`src/rtl/blc_avg_divider_if.sv`:
```
// blc_avg_divider_if: request/result handshake bundle for the Avg-BLC divider
interface blc_avg_divider_if #(
  parameter int DW_N = 20,
  parameter int DW_D = 8,
  parameter int CH_W = 2
);
  logic            in_valid;
  logic            in_ready;
  logic [DW_N-1:0] in_dividend;
  logic [DW_D-1:0] in_divisor;
  logic            in_round;
  logic [CH_W-1:0] in_ch;
  logic            out_valid;
  logic            out_ready;
  logic [DW_N-1:0] out_quot;
  logic [DW_D-1:0] out_rem;
  logic            out_dz;
  logic [CH_W-1:0] out_ch;
  modport master (
    output in_valid, in_dividend, in_divisor, in_round, in_ch, out_ready,
    input  in_ready, out_valid, out_quot, out_rem, out_dz, out_ch
  );
  modport slave (
    input  in_valid, in_dividend, in_divisor, in_round, in_ch, out_ready,
    output in_ready, out_valid, out_quot, out_rem, out_dz, out_ch
  );
endinterface

```
`src/rtl/blc_avg_divider.sv`:
```
// blc_avg_divider: iterative restoring unsigned divider with optional round-to-nearest and divide-by-zero flag
module blc_avg_divider #(
  parameter int DW_N = 20,
  parameter int DW_D = 8,
  parameter int CH_W = 2
) (
  input logic clk,
  input logic rst,
  blc_avg_divider_if.slave bus
);
  localparam int CW = $clog2(DW_N);
  typedef enum logic [1:0] {IDLE, CALC, ROUND, DONE} state_t;
  state_t state, state_nx;
  logic [DW_N-1:0] dvd, q, oq;
  logic [DW_D-1:0] dvs, r, orem, sub;
  logic [DW_D:0] p;
  logic [CH_W-1:0] ch, och;
  logic [CW-1:0] cnt;
  logic rnd, dz, odz, ge, up;
  assign p   = {r, dvd[DW_N-1]};
  assign ge  = p >= {1'b0, dvs};
  assign sub = p[DW_D-1:0] - dvs;
  assign up  = rnd && ({r, 1'b0} >= {1'b0, dvs});
  assign bus.in_ready  = state == IDLE;
  assign bus.out_valid = state == DONE;
  assign bus.out_quot  = oq;
  assign bus.out_rem   = orem;
  assign bus.out_dz    = odz;
  assign bus.out_ch    = och;
  always_ff @(posedge clk)
    if (rst) state <= IDLE;
    else state <= state_nx;
  // Divide-by-zero passes through ROUND so its result lands one edge after accept
  always_comb begin
    state_nx = state;
    case (state)
      IDLE:    if (bus.in_valid) state_nx = bus.in_divisor == '0 ? ROUND : CALC;
      CALC:    if (cnt == '0) state_nx = ROUND;
      ROUND:   state_nx = DONE;
      DONE:    if (bus.out_ready) state_nx = IDLE;
      default: state_nx = IDLE;
    endcase
  end
  always_ff @(posedge clk) begin
    if (rst) begin
      {dvd, dvs, rnd, ch, dz, q, r, cnt} <= '0;
      {oq, orem, odz, och} <= '0;
    end else begin
      case (state)
        IDLE: if (bus.in_valid) begin
          dvd <= bus.in_dividend;
          dvs <= bus.in_divisor;
          rnd <= bus.in_round;
          ch  <= bus.in_ch;
          dz  <= bus.in_divisor == '0;
          q   <= '0;
          r   <= '0;
          cnt <= CW'(DW_N - 1);
        end
        CALC: begin
          r   <= ge ? sub : p[DW_D-1:0];
          q   <= {q[DW_N-2:0], ge};
          dvd <= dvd << 1;
          cnt <= cnt - 1'b1;
        end
        ROUND: begin
          oq   <= dz ? '1 : q + DW_N'(up);
          orem <= dz ? '0 : r;
          odz  <= dz;
          och  <= ch;
        end
        default: ;
      endcase
    end
  end
endmodule

```
`src/flat_wrapper.sv`:
```
// flat-port wrapper written by rule: the top's interface ports become plain ports
module blc_avg_divider_flat 
#(
  parameter int DW_N = 20,
  parameter int DW_D = 8,
  parameter int CH_W = 2
)
  (clk, rst, bus_in_valid, bus_in_dividend, bus_in_divisor, bus_in_round, bus_in_ch, bus_out_ready, bus_in_ready, bus_out_valid, bus_out_quot, bus_out_rem, bus_out_dz, bus_out_ch);
  blc_avg_divider_if #(.DW_N(DW_N), .DW_D(DW_D), .CH_W(CH_W)) bus_i ();
  input logic clk;
  input logic rst;
  input wire logic [$bits(bus_i.in_valid)-1:0] bus_in_valid;
  input wire logic [$bits(bus_i.in_dividend)-1:0] bus_in_dividend;
  input wire logic [$bits(bus_i.in_divisor)-1:0] bus_in_divisor;
  input wire logic [$bits(bus_i.in_round)-1:0] bus_in_round;
  input wire logic [$bits(bus_i.in_ch)-1:0] bus_in_ch;
  input wire logic [$bits(bus_i.out_ready)-1:0] bus_out_ready;
  output wire logic [$bits(bus_i.in_ready)-1:0] bus_in_ready;
  output wire logic [$bits(bus_i.out_valid)-1:0] bus_out_valid;
  output wire logic [$bits(bus_i.out_quot)-1:0] bus_out_quot;
  output wire logic [$bits(bus_i.out_rem)-1:0] bus_out_rem;
  output wire logic [$bits(bus_i.out_dz)-1:0] bus_out_dz;
  output wire logic [$bits(bus_i.out_ch)-1:0] bus_out_ch;
  assign bus_i.in_valid = bus_in_valid;
  assign bus_i.in_dividend = bus_in_dividend;
  assign bus_i.in_divisor = bus_in_divisor;
  assign bus_i.in_round = bus_in_round;
  assign bus_i.in_ch = bus_in_ch;
  assign bus_i.out_ready = bus_out_ready;
  assign bus_in_ready = bus_i.in_ready;
  assign bus_out_valid = bus_i.out_valid;
  assign bus_out_quot = bus_i.out_quot;
  assign bus_out_rem = bus_i.out_rem;
  assign bus_out_dz = bus_i.out_dz;
  assign bus_out_ch = bus_i.out_ch;
  blc_avg_divider #(.DW_N(DW_N), .DW_D(DW_D), .CH_W(CH_W)) u_core (.clk(clk), .rst(rst), .bus(bus_i));
endmodule
```
`config.mk`:
```
export PLATFORM = sky130hd
export DESIGN_NAME = blc_avg_divider_flat
export DESIGN_NICKNAME = d
export VERILOG_FILES = /design/src/rtl/blc_avg_divider_if.sv /design/src/rtl/blc_avg_divider.sv /design/src/flat_wrapper.sv
export SDC_FILE = /design/constraint.sdc
export NUM_CORES = 1
export LEC_CHECK = 0
export BUFFER_PORTS_ARGS = -buffer_cell sky130_fd_sc_hd__buf_2
export CAP_MARGIN = 5
export CORE_AREA = 3 3 99 101
export DETAILED_ROUTE_END_ITERATION = 16
export DIE_AREA = 0 0 102 104
export PLACE_DENSITY = 0.75
export SLEW_MARGIN = 10
export SYNTH_ARGS = -nofsm -noshare
export SYNTH_HDL_FRONTEND = slang
export SYNTH_SLANG_ARGS = --single-unit
```
`constraint.sdc`:
```
create_clock -name clk -period 2.88 [get_ports clk]
set_input_delay 0.144 -clock clk [delete_from_list [all_inputs] [get_ports clk]]
set_output_delay 0.144 -clock clk [all_outputs]
set_load 0.02 [all_outputs]
```
* Yosys cells after proc, flatten, opt, wreduce, memory -nomap -nowiden
Index checks and enable logic that the tools add are counted. W data, S select, Z words.
Word-level totals: logic and storage cells 48, register bits after elaboration 98, output and inout bits 33
Cells by class: add/sub/neg operators 3, magnitude comparators 2, equality and inequality tests 6, reduce and logical (&&, ||, !) cells 8, muxes and demuxes 16
Operators with widths (count):
- $pmux W20 S2 | 2
- $mux W20 | 3
- $mux W8 | 3
- $add A20 B1 Y20 | 1
- $ge A9 B8 Y1 | 2
- $pmux W8 S2 | 1
- $pmux W5 S2 | 1
- $logic_not A8 Y1 | 1
- $mux W2 | 4
- $pmux W2 S4 | 1
- $sub A8 B8 Y8 | 1
- $logic_not A5 Y1 | 1
- $mux W5 | 1
- $sub A5 B1 Y5 const B | 1
- $eq A2 B2 Y1 const B | 2
- $ne A2 B2 Y1 const B | 2
- $reduce_and A2 Y1 | 2
- $reduce_and A3 Y1 | 1
- $eq A2 B1 Y1 const B | 1
- $logic_not A2 Y1 | 1
- $ne A2 B1 Y1 const B | 1
- $reduce_bool A2 Y1 | 1
- $logic_and A1 B1 Y1 | 1

* Logic depth before layout (Yosys ltp)
Gate-level depths: netlist (run 1).
depth in word-level cells 4, gate-level depth with buffers 13, depth with buffers taken out 13

* Worst setup path after synthesis (run 1)
No wires, ideal clock.
path type register to register, start point reg u_core.dvs[5], end point reg u_core.oq[14], in the netlist u_core.bus.out_quot[14], arrival time 2.905 ns, path slack -0.110 ns, period minus slack after synthesis 2.990 ns, stages on the path, launching flop included 14, data required time 2.794 ns, path through dfxtp_1 inv_1 ha_1 nand2_1 nor3_1 nand2_1 a21boi_0 ha_1 ha_1 nand3_1 nor3b_1 or3b_2 xnor2_1 a211oi_1
Between the ends: longest elaborated chain between the ends 4
RTL lines:
- start, declared | line blc_avg_divider.sv:15 | logic [DW_D-1:0] dvs, r, orem, sub;
- start signal, assigned | line blc_avg_divider.sv:52 | dvs <= bus.in_divisor;
- $ge A9 B8 Y1 | line blc_avg_divider.sv:23 | assign up = rnd && ({r, 1'b0} >= {1'b0, dvs});
- $logic_and A1 B1 Y1 | line blc_avg_divider.sv:23
- $add A20 B1 Y20 | line blc_avg_divider.sv:67 | oq <= dz ? '1 : q + DW_N'(up);
- $mux W20 | line blc_avg_divider.sv:67
- end signal, assigned | line blc_avg_divider.sv:67
- end, declared | line blc_avg_divider.sv:14 | logic [DW_N-1:0] dvd, q, oq;
Every way passes these cells. A chain may end at the register's enable or synchronous reset.

* Final worst setup path (run 1)
start point reg u_core.dvs[3], end point reg u_core.oq[14], in the netlist u_core.bus.out_quot[14]
The elaborated chain is that of the path after synthesis.

==> metrics.cfg, run 1 <==
[layout]
diodes=0
n_fill_cell=808
layout_commonest_cell=dfxtp_1
post-route-util_pct=59.5
drive_gt1_share_pct=21.4
multi_input_area_um2=2450
area_growth_syn_to_layout_pct=18.9
final_cells=722
final_cell_mix=95 x dfxtp_1, 87 x nor2_1, 67 x buf_2, 42 x nand2_1
seqCellArea_um2=1970
layout.nets=658

[yosys]
yosysWarnings=0
avgSynthCellArea_um2=8.64
netlist_top_cells_area=dfxtp_1 43%, nor2_1 7.2%, mux2i_1 6.4%, a211oi_1 5.1%, ha_1 4.4%
syn-num-nets=580
synth_area_um2=4560
async_reset_ff_share_pct=0
synth-edff-count=0
synth_top_area_share_pct=43.0
ys_seq_elements=98
yosys.cell_types.count=49
ys_seq_area_share_pct=43.0
yosysTopAreaCell=dfxtp_1
synth_cells=528
synth_flop_cell=dfxtp_1

[worst_setup_path]
r2r_cells=13
crit_top_cell=ha_2
setup.worst_path.start_class=flip-flop
reg2reg_from=u_core.dvs[3]$_SDFFE_PP0P_
worstPathMaxFanout=3
critPathKind=flip-flop to flip-flop
critPathCaptureType=flip-flop
slowest_stage=or3b_4
worstReg2RegEnd=u_core.bus.out_quot[14]$_SDFFE_PP0P_
cp_num_buf_inv=1
critPathLaunch=u_core.dvs[3]$_SDFFE_PP0P_
cpLargestDelayFamily=simple AND/OR/NAND/NOR gates
required_ns=3.17
reg2reg_slack_ns=0.13
cp.arrival_ns=3.04
cp_cell_sequence=inv_1 -> ha_1 -> nand4_1 -> o221ai_1 -> nand2_1 -> a21boi_2 -> ha_2 -> ha_2 -> nand3_2 -> nor3b_2 -> or3b_4 -> xnor2_1 -> a211oi_1
slowest_delay_ns=0.40

[routing]
drt_iter0_drc=166
antenna_left=0
via_count=3991
drt-pass1-iter-count=5
drt-total-wl_um=10500
via_per_inst=5.53
wl_per_cell_um=14.5
route.detailed.drc=0

[die]
num_io_pins=68
die_y_um=104
die-area_um2=10600
core_um2=9110
placementRows=35
initial_core_util_pct=50.1
die_x_um=102

[clock_tree]
root_buffer=clkbuf_8
cts.sinks=98
clock_latency_ns=0.37
cts_buffers=9
clkTransAtPathRegs_ns=0.11
h-tree-depth=3
clockBufferDepth=2
cts_tree=built

[sta]
hold_viol=0
fin_skew_ns=0.0215
post-route-period-util_pct=95.5
fmax_mhz=364
drv_slew=0
tightest_slew_ns=0.820
fin_crit_ns=2.75
tns_ns=0
final-setup-viol-count=0
max_slew_margin_pct=45.3

[power]
p_per_area_nw_per_um2=941
power_leakage_uw=0.00220
max-vdd-ir-drop_uv=541
p_total_uw=5100

[global_route]
grt_overflow_total=0
grt_max_degree=50
antenna_found_initial=0
grt_pass1_vias=3730
track_usage_pct=20.1
grt_first_pass_wirelength_um=17700

[worst_hold_path]
worstHoldPathCells=3
holdPathEnd=u_core.dvs[0]$_SDFFE_PP0P_
min_path_type=input port to flip-flop
hp-start=bus_in_divisor[0]

[place]
post-place-cells=701
portBuffers=67
dp_hpwl_um=7320
gp_congestion=0.849

[run_status]
status=finished clean

[job]
drv_cap=0

## state kept, by name (all words and copies together), names as in the netlist, 5 cells and up
register,cells
u_core.bus.out_quot,20
u_core.r,8
u_core.dvd,20
u_core.cnt,5
u_core.dvs,8
u_core.q,20
u_core.bus.out_rem,8
## report_power, final
part	leakage (µW)	internal (µW)	switching [µW]
Sequential	0.000801	1650	171
Clock	0.0000995	359	524
Combinational	0.00130	961	1440
Total	0.00220	2970	2140
## cell type report
cell class / instances / area share [%]
Multi-Input combinational cell: 376 / 45.2
Sequential cell: 98 / 36.2
Timing Repair Buffer: 100 / 10.9
Tap cell: 111 / 2.56
Clock buffer: 10 / 2.54
Inverter: 21 / 1.45
Clock inverter: 6 / 1.11
## synthesized netlist by cell type, types with 2 or more instances
library cell   n
a211oi_1      31
inv_1         21
buf_2          2
o21ai_1        2
a211o_1        2
or4_1          2
or3_1          4
xor2_1        10
o221ai_1       2
and2_1         3
dfxtp_1       98
nor2_1        88
nor3_1         6
o22ai_1        4
nand2b_1       8
a221oi_1       2
nor2b_1       11
a22oi_1       21
a31oi_1        2
nand3b_1       3
mux2i_1       29
a21oi_1       31
a22o_1         2
a311oi_1       5
a32oi_1        4
a31o_2         2
ha_1          16
nand2_1       42
nand4_1        5
o21a_1         2
o21ai_0       11
xnor2_1        6
nand3_1        6
clkbuf_1      30
## worst max path at each step
stage                                                 endpoint  slack [ns]  cells past startpoint
after floorplan           u_core.bus.out_quot[14]$_SDFFE_PP0P_       0.006                     13
after global placement    u_core.bus.out_quot[14]$_SDFFE_PP0P_       -0.02                     13
after detailed placement  u_core.bus.out_quot[14]$_SDFFE_PP0P_       -0.12                     13
after CTS                 u_core.bus.out_quot[14]$_SDFFE_PP0P_       0.005                     13
after global routing      u_core.bus.out_quot[14]$_SDFFE_PP0P_       -0.02                     13
final                     u_core.bus.out_quot[14]$_SDFFE_PP0P_        0.13                     13
## worst register-to-register path, cell delays in order, from the launching register on
cell and delay [ns]:
dfxtp_2 0.35, inv_1 0.04, ha_1 0.30, nand4_1 0.14, o221ai_1 0.21, nand2_1 0.09, a21boi_2 0.16, ha_2 0.20
ha_2 0.19, nand3_2 0.09, nor3b_2 0.21, or3b_4 0.40, xnor2_1 0.13, a211oi_1 0.18
## what timing repair did
item                                    4_1_cts  5_1_grt
hold buffers                                  4        0
endpoints found under the setup margin        2        4
setup buffers                                 0        1
resized for setup                             3        9
pin swaps                                     2        5
endpoints found under the hold margin         4        0
gates cloned                                  0        0
## stage by stage
step,setup slack (ns),instance area (µm²),hold slack (ns)
global route,-0.0180,5420,0.0120
detailed placement,-0.120,5130,0.395
finish,0.130,5420,0.0187
floorplan,0.00578,4570,0.280
CTS,0.00505,5390,0.00564
global placement,-0.0186,5130,0.392
## per-layer routing
| metal | global-route usage (%) | vias to the layer above | routed length (µm) |
|---|---|---|---|
| li1 | - | 2009 | - |
| met2 | 31.5 | 93 | 4860 |
| met5 | 0 | - | 0 |
| met1 | 27.7 | 1873 | 4920 |
| met4 | 5.44 | 0 | 162 |
| met3 | 4.49 | 16 | 540 |
## cell families after synthesis
logic type,synth area share [%]
fa+ha+maj,4.83
simple gates,18.8
xor+xnor,3.07
flops,43.0
buf+inv,4.58
compound gates,19.3
mux,6.36
No activity file was read; power rests on OpenSTA's default activity.
==> inputs of run 2 (changes only) <==
--- a/config.mk
+++ b/config.mk
@@ -5,13 +5,13 @@
 export SDC_FILE = /design/constraint.sdc
 export NUM_CORES = 1
 export LEC_CHECK = 0
+export ABC_AREA = 1
 export BUFFER_PORTS_ARGS = -buffer_cell sky130_fd_sc_hd__buf_2
 export CAP_MARGIN = 5
-export CORE_AREA = 3 3 99 101
+export CORE_AREA = 3 3 100 102
 export DETAILED_ROUTE_END_ITERATION = 16
-export DIE_AREA = 0 0 102 104
-export PLACE_DENSITY = 0.75
-export SLEW_MARGIN = 10
+export DIE_AREA = 0 0 103 105
+export PLACE_DENSITY = 0.77
 export SYNTH_ARGS = -nofsm -noshare
 export SYNTH_HDL_FRONTEND = slang
 export SYNTH_SLANG_ARGS = --single-unit
==> metrics.cfg, run 2 <==
[run_status]
status=finished clean

[yosys]
synth_flop_cell=dfxtp_1
synth_cells=670
async_reset_ff_share_pct=0
yosysWarnings=0
netlist_top_cells_area=dfxtp_1 41%, nand2_1 14%, a21oi_1 6.9%, o21ai_0 5.8%, inv_1 5.3%
yosysTopAreaCell=dfxtp_1
synth_most_common_cell=nand2_1
synth-edff-count=0
synth_top_area_share_pct=41.0
synth.top_cells.by_count=177 x nand2_1, 98 x dfxtp_1, 67 x inv_1
syn-num-nets=722
ys_seq_elements=98
yosys.cell_types.count=40
avgSynthCellArea_um2=7.14
ys_seq_area_share_pct=41.0
synth_area_um2=4790

[routing]
drt_iter0_drc=304
antenna_left=0
wl_per_cell_um=14.2
drt-pass1-iter-count=5
drt-total-wl_um=12000
route.detailed.drc=0
via_per_inst=5.48
via_count=4631

[layout]
diodes=0
n_fill_cell=840
layout.nets=781
post-route-util_pct=60.1
layout_commonest_cell=nand2_1
area_growth_syn_to_layout_pct=15.4
final_cell_mix=176 x nand2_1, 95 x dfxtp_1, 67 x inv_1, 67 x buf_2, 66 x a21oi_1
drive_gt1_share_pct=18.5

[sta]
final-setup-viol-count=0
tns_ns=0
max_slew_margin_pct=62.5
fin_skew_ns=0.0163
post-route-period-util_pct=91.5
setup_slack_ns=0.245
fmax_mhz=379
hold_viol=0
tightest_slew_ns=0.562
drv_slew=0
whs_ns=0.0185
fin_crit_ns=2.64

[worst_setup_path]
worstPathMaxFanout=5
critPathLaunch=u_core.r[4]$_SDFFE_PP0P_
reg2reg_from=u_core.r[4]$_SDFFE_PP0P_
cp.arrival_ns=2.90
critPathCaptureType=flip-flop
setup.worst_path.start_class=flip-flop
critPathKind=flip-flop to flip-flop
worstReg2RegEnd=u_core.bus.out_quot[8]$_SDFFE_PP0P_
cp-endpoint=u_core.bus.out_quot[8]$_SDFFE_PP0P_
reg2reg_slack_ns=0.24
required_ns=3.14
r2r_cells=17

[clock_tree]
clockBufferDepth=2
ctsHoldBuffers=0
root_buffer=clkbuf_8
cts.sinks=98
cts_tree=built
h-tree-depth=3
cts_buffers=9
clock_latency_ns=0.38
clkTransAtPathRegs_ns=0.11

[power]
p_total_uw=5980
power_leakage_uw=0.00241
p_per_area_nw_per_um2=1080
max-vdd-ir-drop_uv=427

[die]
die-area_um2=10800
placementRows=35
num_io_pins=68
core_um2=9200
die_x_um=103
die_y_um=105
initial_core_util_pct=52.1

[global_route]
antenna_found_initial=0
grtUsageMet3_pct=2.80
use_met1_pct=30.3
grt_max_degree=44
track_usage_pct=22.3
busiest_layer=met2
grt_overflow_total=0
use_met2_pct=34.9
grt_first_pass_wirelength_um=19600
grt_pass1_vias=4346

[worst_hold_path]
min_path_type=input port to flip-flop

[job]
drv_cap=0

[place]
pre_cts_ws_ns=0.144
gp_congestion=0.911
portBuffers=67
dp_hpwl_um=8340

[run 2: cell count changes in the layout (fill, tap and decap cells not counted), sizes merged, moves of 29 or more]
cell | before | now
nand2 | 42 | 182
inv | 24 | 75
o21ai | 13 | 61
nor2 | 88 | 47
a21oi | 31 | 67
a211oi | 31 | 1
mux2i | 29 | 0
[run 2: cells by family (layout without fill, tap and decap cells)]
group                      count (synthesis)  count (layout)  synth area share, %
and+or+nand+nor                          277             277                 25.2
DFF                                       98              98                 41.0
adders and majority gates                 17              17                 4.60
buffers and inverters                    106             170                 8.60
AOI/OAI and AO/OA                        166             166                 19.5
xor gates and xnor gates                   6               6                 1.10
[run 2: timing repair]
action                     in CTS  in global routing
buffers inserted                0                  1
resized for setup               0                 17
setup endpoints to repair       0                  6
[run 2: metal layers]
metal | up-vias | routed length, µm
met5 | - | 0
met2 | 156 | 5500
met4 | 0 | 278
li1 | 2328 | -
met3 | 23 | 766
met1 | 2124 | 5450
[run 2: power breakdown]
| part | internal, µW | switching (µW) |
|---|---|---|
| Sequential | 1730 | 235 |
| Clock | 339 | 535 |
| Combinational | 1130 | 2010 |
[run 2: critical path: stages, from the launching register on]
cell      delay, ns
dfxtp_1        0.38
ha_4           0.31
nand2_2        0.09
nor2_4         0.16
nand2_1        0.08
nor2_1         0.08
o21ai_0        0.10
inv_1          0.07
ha_2           0.21
ha_4           0.15
nand2_2        0.06
nor2_4         0.16
nand4_4        0.14
buf_4          0.18
a21oi_1        0.11
o21ai_1        0.09
o211ai_1       0.09
inv_1          0.07
[run 2: cell type report]
type	count	area [µm²]	area share, %
repair buffers	81	440	7.97
multi-input cells	466	2510	45.4
flip-flops and latches	98	1970	35.6
clock inverters	7	71.3	1.29
clock buffers	9	124	2.24
inverters	73	274	4.96
well taps	111	139	2.51
[run 2: worst min-delay path by stage]
stage                        from                    endpoint  slack, ns  cells after the start
2_1_floorplan   bus_in_divisor[0]  u_core.dvs[0]$_SDFFE_PP0P_       0.27                      2
3_3_place_gp   bus_in_dividend[7]  u_core.dvd[7]$_SDFFE_PP0P_       0.41                      3
3_5_place_dp   bus_in_dividend[9]  u_core.dvd[9]$_SDFFE_PP0P_       0.42                      3
4_1_cts        bus_in_dividend[9]  u_core.dvd[9]$_SDFFE_PP0P_      0.007                      3
5_1_grt        bus_in_dividend[3]  u_core.dvd[3]$_SDFFE_PP0P_       0.02                      3
6_report       bus_in_dividend[2]  u_core.dvd[2]$_SDFFE_PP0P_       0.02                      3
[run 2: through the flow]
stage                     instance area (µm²)  std cells
after floorplan                          4790        670
after global placement                   5220        828
after detailed placement                 5220        828
after CTS                                5420        844
after global routing                     5530        845
final                                    5530        845
